File: src/rtl/imm_extend_unit_if.sv
// imm_extend_unit_if: handshake bundle for the immediate extension unit.
//
// Producer side : in_valid / in_ready / in_data / in_mode
// Consumer side : out_valid / out_ready / out_data / out_count
//
// modport slave  : the extension unit itself
// modport master : whoever drives immediates and consumes results
interface imm_extend_unit_if #(
  parameter int unsigned IN_W  = 8,
  parameter int unsigned OUT_W = 16
);

  logic             in_valid;
  logic             in_ready;
  logic [IN_W-1:0]  in_data;
  logic [1:0]       in_mode;
  logic             out_valid;
  logic             out_ready;
  logic [OUT_W-1:0] out_data;
  logic [1:0]       out_count;

  modport slave (
    input  in_valid,
    input  in_data,
    input  in_mode,
    input  out_ready,
    output in_ready,
    output out_valid,
    output out_data,
    output out_count
  );

  modport master (
    output in_valid,
    output in_data,
    output in_mode,
    output out_ready,
    input  in_ready,
    input  out_valid,
    input  out_data,
    input  out_count
  );

endinterface

File: src/rtl/imm_extend_unit.sv
// imm_extend_unit: extends a raw IN_W-bit immediate to OUT_W bits and queues the
// result in a 2-entry in-order buffer.
//
// Ports:
//   clk  - sole clock, rising edge
//   rst  - synchronous, active-high reset
//   bus  - imm_extend_unit_if.slave
//          in_valid/in_ready/in_data/in_mode : immediate push handshake
//          out_valid/out_ready/out_data      : result pop handshake (head of buffer)
//          out_count                         : number of buffered results (0..2)
//
// Modes: 00 zero-extend, 01 sign-extend, 10 sign-extend then shift left by one,
//        11 upper-load when IMM_EXT_LUI_EN is defined, otherwise identical to 00.
//
// Configuration macro: IMM_EXT_LUI_EN (enables the upper-load path for mode 11).
//
// Constraint: 1 <= IN_W < OUT_W; the interface must be built with the same widths.
module imm_extend_unit #(
  parameter int unsigned IN_W  = 8,
  parameter int unsigned OUT_W = 16
) (
  input logic              clk,
  input logic              rst,
  imm_extend_unit_if.slave bus
);

  localparam int unsigned PadW = OUT_W - IN_W;

  // ---------------------------------------------------------------------------
  // Extension datapath (evaluated from the live inputs, captured only on push)
  // ---------------------------------------------------------------------------
  logic [OUT_W-1:0] ext_zero;
  logic [OUT_W-1:0] ext_sign;
  logic [OUT_W-1:0] ext_shift;
  logic [OUT_W-1:0] ext_result;
`ifdef IMM_EXT_LUI_EN
  logic [OUT_W-1:0] ext_upper;
`endif

  always_comb begin
    ext_zero  = {{PadW{1'b0}}, bus.in_data};
    ext_sign  = {{PadW{bus.in_data[IN_W-1]}}, bus.in_data};
    // Shift drops the top sign copy; the result is truncated to OUT_W bits.
    ext_shift = {ext_sign[OUT_W-2:0], 1'b0};
`ifdef IMM_EXT_LUI_EN
    ext_upper = {bus.in_data, {PadW{1'b0}}};
`endif
  end

  always_comb begin
    ext_result = ext_zero;
    unique case (bus.in_mode)
      2'b00: ext_result = ext_zero;
      2'b01: ext_result = ext_sign;
      2'b10: ext_result = ext_shift;
`ifdef IMM_EXT_LUI_EN
      2'b11: ext_result = ext_upper;
`else
      2'b11: ext_result = ext_zero;
`endif
    endcase
  end

  // ---------------------------------------------------------------------------
  // 2-entry in-order result buffer
  // ---------------------------------------------------------------------------
  logic [OUT_W-1:0] mem_q [2];
  logic [OUT_W-1:0] mem_d [2];
  logic             wr_ptr_q, wr_ptr_d;
  logic             rd_ptr_q, rd_ptr_d;
  logic [1:0]       count_q, count_d;

  logic push;
  logic pop;
  logic in_ready;
  logic out_valid;

  // Both flags derive from registered state only, so neither handshake input
  // feeds back combinationally into the other side.
  assign in_ready  = (count_q != 2'd2);
  assign out_valid = (count_q != 2'd0);

  // Gating with in_ready/out_valid makes push-when-full and pop-when-empty
  // impossible, so no extra guard is needed in the state update.
  assign push = bus.in_valid && in_ready;
  assign pop  = out_valid && bus.out_ready;

  always_comb begin
    mem_d[0] = mem_q[0];
    mem_d[1] = mem_q[1];
    wr_ptr_d = wr_ptr_q;
    rd_ptr_d = rd_ptr_q;
    count_d  = count_q;

    if (push) begin
      mem_d[wr_ptr_q] = ext_result;
      wr_ptr_d        = ~wr_ptr_q;
    end
    if (pop) begin
      rd_ptr_d = ~rd_ptr_q;
    end

    unique case ({push, pop})
      2'b10:   count_d = count_q + 2'd1;
      2'b01:   count_d = count_q - 2'd1;
      default: count_d = count_q;
    endcase
  end

  // Storage is cleared on reset so that out_data reads zero until the first push.
  always_ff @(posedge clk) begin
    if (rst) begin
      mem_q[0] <= '0;
      mem_q[1] <= '0;
      wr_ptr_q <= 1'b0;
      rd_ptr_q <= 1'b0;
      count_q  <= 2'd0;
    end else begin
      mem_q[0] <= mem_d[0];
      mem_q[1] <= mem_d[1];
      wr_ptr_q <= wr_ptr_d;
      rd_ptr_q <= rd_ptr_d;
      count_q  <= count_d;
    end
  end

  // ---------------------------------------------------------------------------
  // Outputs: head of buffer straight from storage, no path from in_data
  // ---------------------------------------------------------------------------
  assign bus.in_ready  = in_ready;
  assign bus.out_valid = out_valid;
  assign bus.out_data  = mem_q[rd_ptr_q];
  assign bus.out_count = count_q;

endmodule

File: src/flat_wrapper.sv
// flat-port wrapper written by rule: the top's interface ports become plain ports
module imm_extend_unit_flat 
#(
  parameter int unsigned IN_W  = 8,
  parameter int unsigned OUT_W = 16
)
  (clk, rst, bus_in_valid, bus_in_data, bus_in_mode, bus_out_ready, bus_in_ready, bus_out_valid, bus_out_data, bus_out_count);
  imm_extend_unit_if #(.IN_W(IN_W), .OUT_W(OUT_W)) bus_i ();
  input logic clk;
  input logic rst;
  input wire logic [$bits(bus_i.in_valid)-1:0] bus_in_valid;
  input wire logic [$bits(bus_i.in_data)-1:0] bus_in_data;
  input wire logic [$bits(bus_i.in_mode)-1:0] bus_in_mode;
  input wire logic [$bits(bus_i.out_ready)-1:0] bus_out_ready;
  output wire logic [$bits(bus_i.in_ready)-1:0] bus_in_ready;
  output wire logic [$bits(bus_i.out_valid)-1:0] bus_out_valid;
  output wire logic [$bits(bus_i.out_data)-1:0] bus_out_data;
  output wire logic [$bits(bus_i.out_count)-1:0] bus_out_count;
  assign bus_i.in_valid = bus_in_valid;
  assign bus_i.in_data = bus_in_data;
  assign bus_i.in_mode = bus_in_mode;
  assign bus_i.out_ready = bus_out_ready;
  assign bus_in_ready = bus_i.in_ready;
  assign bus_out_valid = bus_i.out_valid;
  assign bus_out_data = bus_i.out_data;
  assign bus_out_count = bus_i.out_count;
  imm_extend_unit #(.IN_W(IN_W), .OUT_W(OUT_W)) u_core (.clk(clk), .rst(rst), .bus(bus_i));
endmodule
File: config.mk
export PLATFORM = sky130hd
export DESIGN_NAME = imm_extend_unit_flat
export DESIGN_NICKNAME = d
export VERILOG_FILES = /design/src/rtl/imm_extend_unit_if.sv /design/src/rtl/imm_extend_unit.sv /design/src/flat_wrapper.sv
export SDC_FILE = /design/constraint.sdc
export NUM_CORES = 1
export LEC_CHECK = 0
export CAP_MARGIN = 5
export CORE_UTILIZATION = 49
export DETAILED_ROUTE_END_ITERATION = 7
export HOLD_SLACK_MARGIN = 0.1
export PLACE_DENSITY = 0.87
export SYNTH_ARGS = -nofsm -noshare
export SYNTH_HDL_FRONTEND = slang
export SYNTH_SLANG_ARGS = --single-unit
export TNS_END_PERCENT = 50
File: constraint.sdc
create_clock -name clk -period 3.95 [get_ports clk]
set_input_delay 0.79 -clock clk [delete_from_list [all_inputs] [get_ports clk]]
set_output_delay 0.79 -clock clk [all_outputs]
set_load 0.05 [all_outputs]
### Yosys cells after proc, flatten, opt, wreduce, memory -nomap -nowiden

Memories as Yosys holds them, arrays and structs flattened. A register that Yosys moved wholly into a read port is not among the register bits.
Cells that the tools add are included.

* bits in writable memories: 32
* memories: 1
* register bits: 4
* word-level logic and storage cells: 39

* bitwise logic cells: 5
* add/sub/neg operators: 2
* magnitude comparators: 2
* reduce and logical (&&, ||, !) cells: 7
* equal/unequal tests: 6
* mux-type cells: 13

Memories
* u_core.mem_q: words 2, width 16, rd ports 3, clocked after Yosys merged registers in 1, wr ports 2, line imm_extend_unit.sv:67 `logic [OUT_W-1:0] mem_q [2];`

Operator list (count)
* 16-bit 2-to-1 mux: 3
* 16-bit case mux with 3 select lines: 1
* 32-bit bitwise mux: 1
* 32-bit 2-to-1 mux: 1
* 16-bit demux with 1-bit select: 1
* 2-bit == test, second input constant: 3
* 1-bit 2-to-1 mux: 5
* 2-bit by 1-bit == test with 1-bit output, second input constant: 2
* 2-bit case mux with 2 select lines: 1
* 2-bit nonzero test: 2
* 1-bit logical AND: 3
* 2-bit by 1-bit adder with 2-bit output, second input constant: 1
* 2-bit >= comparator, second input constant: 1
* 2-bit zero test: 1
* 2-bit by 1-bit < comparator with 1-bit output, second input constant: 1
* 2-bit inequality test, second input constant: 1
* 1-bit NOT: 2
* 1-bit NOT with 2-bit output: 1
* 1-bit bitwise OR: 2
* 2-bit OR reduction: 1
* 2-bit by 1-bit subtractor with 2-bit output, second input constant: 1

### Longest topological paths before layout

* word-level depth: 8
* depth in mapped cells: 8
* gate-level depth less buffers: 7

### Least setup slack after synthesis

Ideal clock, no wire load.

* path kind: reg2out
* start: register with a tool-made name
* end: output port bus_out_data[10]
* path slack: 1.797 ns
* arrival: 1.363 ns
* stages on the path, launching flop included: 4
* cell sequence: dfxtp_1 > clkbuf_1 > mux2_2 > buf_4

RTL lines
* end: declaration: line flat_wrapper.sv:17 `output wire logic [$bits(bus_i.out_data)-1:0] bus_out_data;`

### Final worst setup path

* start: register u_core.count_q[0] (netlist: u_core.bus.out_count[0])
* end: output port bus_in_ready

* longest elaborated chain between the ends: 1

RTL lines
* start: declaration: line imm_extend_unit.sv:71 `logic [1:0] count_q, count_d;`
* start signal: assignment: line imm_extend_unit.sv:123 `count_q <= count_d;`
* 2-bit inequality test: line imm_extend_unit.sv:80 `assign in_ready = (count_q != 2'd2);`
* end: declaration: line flat_wrapper.sv:15 `output wire logic [$bits(bus_i.in_ready)-1:0] bus_in_ready;`

No other way between the ends.

==> flow_summary.ini <==
[setup_path]
worstPathRequired_ns = 3.16
cp.arrival_ns = 2.09
path_max_fanout = 21
critical_path_class = flop to output pin
worst_setup_path_start_kind = flop
end_kind = output pin

[route]
drtIter0Drc = 28
drc = 0
via_count = 1022
wl_um = 2546
vias_per_cell = 5.807
dr.pass1.iters = 4
ant_nets = 0
routedWlPerCell_um = 14.47

[power]
ir_worst_vdd_uv = 520.5
clock_power_share = 0.116
pwr-share-seq = 0.342
p_per_area_nw_per_um2 = 656.3
swShare = 0.4620
p_leak_nw = 0.5204
p_int_uw = 508.5
pwr-share-comb = 0.541
netSwitchingPower_uw = 436.7

[clocking]
cts_buffers = 3
clk_latency_ns = 0.31
cts_resized = 0
cts_root_buf = clkbuf_4
cts.sinks = 23
hold_buffers = 0
postCtsSetupBuffers = 0
clk_path_buf_depth = 2
clkTransAtPathRegs_ns = 0.12
cts_tree = done
h-tree-depth = 1

[layout]
syn_to_final_growth_pct = 25.93
n_antenna_cell = 0
layout-drive-gt1-share = 0.09459
nets = 166
register_area_um2 = 460.4
num-fill-cells = 184
multi_input_area_um2 = 573.1

[global_route]
grt_pass1_vias = 979
grt_use_total = 0.2195
grt_max_degree = 24
overflow = 0
grt_pass1_wl_um = 4181
antenna_found_initial = 0

[placed_design]
dp_hpwl_um = 1824
place_congestion = 0.8214
port_buffers = 33
dp_slack_ns = 1.422

[synthesis]
yosysUniqueCellTypes = 26
synth_area_leader_cell = dfxtp_1
yosysWarnings = 0
async_flop_share = 0
synthFlopType = dfxtp_1
synthesis.nets = 144
ys_seq_area_frac = 0.4026
yosysMostFrequentCell = dfxtp_1
synth_edf_count = 0
syn_inst = 127
ys_ff_latch = 23
synth_common_cells = dfxtp_1, a21oi_1, a211oi_1
synth_top_cell_area_share = 0.4026
synth.area.top_cells = dfxtp_1, a211oi_1, mux2_2, a21oi_1, buf_4
mappedNetlistArea_um2 = 1144
avgSynthCellArea_um2 = 9.005

[timing]
setup_violations = 0
fin_crit_ns = 2.879
timing.final.crit_share = 0.7289
slew_headroom = 0.4672
rsz0062_at_grt = false
hold_viol_final = 0
fmax_ghz = 0.3473
setup_ws_ns = 1.071
slew_violations = 0
hold_slack_ns = 0.4833
fin_skew_ns = 0.002727
tns_ns = 0
worst_pin_slew_ns = 0.7968

[floorplan]
ios = 34
initial_core_util = 0.5170
die_area_um2 = 2531
die_h_um = 50.31
num_rows = 17
die_x_um = 50.31
core_area_um2 = 2212

[hold_path]
hp-class = flop to flop

[job]
cap_violations = 0

[outcome]
status = finished, final reports clean
==> area by class of cell <==
class                   instances  share of cell area
clock buffers                   4             0.01825
inverters                       4             0.01043
multi-input cells              84              0.3979
flip-flops and latches         23              0.3197
well taps                      28             0.02433
repair buffers                 33              0.2294
==> logic make-up after synthesis <==
kind of cell	synth area share
xor+xnor	0.02298
compound gates	0.2648
fa+ha+maj	0.03283
flops	0.4026
buf+inv	0.09628
mux	0.08862
simple gates	0.09191
==> cells in the final DEF (no fill, tap or decap) <==
cell type / Yosys / layout
clkbuf_1: 3 / 1
o21ai_0: 6 / 6
nand2b_1: 1 / 1
and2_1: 1 / 1
clkbuf_4: 0 / 3
or2_1: 2 / 2
nand2_1: 3 / 3
inv_2: 1 / 1
a211oi_1: 14 / 14
or3_1: 1 / 1
dfxtp_1: 23 / 23
a22oi_1: 7 / 7
mux2_2: 9 / 9
nor2b_2: 1 / 1
nand3_1: 2 / 2
xor2_1: 1 / 1
nor2_1: 5 / 5
ha_1: 3 / 3
inv_1: 3 / 3
nor2b_1: 2 / 2
clkdlybuf4s50_1: 0 / 33
nand4_1: 2 / 2
o21a_1: 2 / 2
a21oi_1: 20 / 20
xnor2_1: 2 / 2
==> per-layer routing <==
metal / global-route usage / up-vias / share of wire
met5: 0 / - / 0
met4: 0.1204 / 0 / 0.014
met3: 0.01818 / 4 / 0.044
met2: 0.3689 / 47 / 0.51
met1: 0.2753 / 474 / 0.43
li1: - / 497 / -
==> worst max-delay path, stage by stage (launching register included) <==
cell,delay [ns]
dfxtp_1,0.47
nor2b_2,0.13
inv_2,0.30
clkdlybuf4s50_1,0.88
==> through the flow <==
| step | area, µm² | std cells | power (mW) | util |
|---|---|---|---|---|
| 2_1_floorplan | 1144 | 127 | 0.7054 | - |
| 3_3_place_gp | 1414 | 172 | 0.8263 | 0.6391 |
| 3_5_place_dp | 1414 | 172 | 0.8395 | 0.6391 |
| 4_1_cts | 1440 | 176 | 0.9461 | 0.6510 |
| 5_1_grt | 1440 | 176 | 0.9949 | 0.6510 |
| 6_report | 1440 | 176 | 0.9452 | 0.6510 |
==> worst paths after layout <==
check                                              from                 endpoint  slack, ns  depth (start not counted)
worst max-delay path            u_core.bus.out_count[0]             bus_in_ready       1.07                          3
worst min-delay path                u_core.mem_q[0][14]      u_core.mem_q[0][14]       0.48                          2
worst max register to register  u_core.bus.out_count[1]  u_core.bus.out_count[1]       2.02                          6
worst min register to register      u_core.mem_q[0][14]      u_core.mem_q[0][14]       0.48                          2
==> flip-flops by register name, indices dropped and copies added (netlist names), named ones only <==
register / cells
u_core.wr_ptr_q: 1
u_core.rd_ptr_q: 1
u_core.mem_q: 18
u_core.bus.out_count: 2
==> power groups by stage <==
| stage | clock, mW | sequential [mW] | combinational (mW) |
|---|---|---|---|
| after CTS | 0.111 | 0.323 | 0.512 |
| after global routing | 0.120 | 0.331 | 0.544 |
| after global placement | 0 | 0.326 | 0.500 |
| final | 0.110 | 0.324 | 0.512 |
| after detailed placement | 0 | 0.329 | 0.510 |
| after floorplan | 0 | 0.343 | 0.362 |
(Power assumes the default switching activity.)
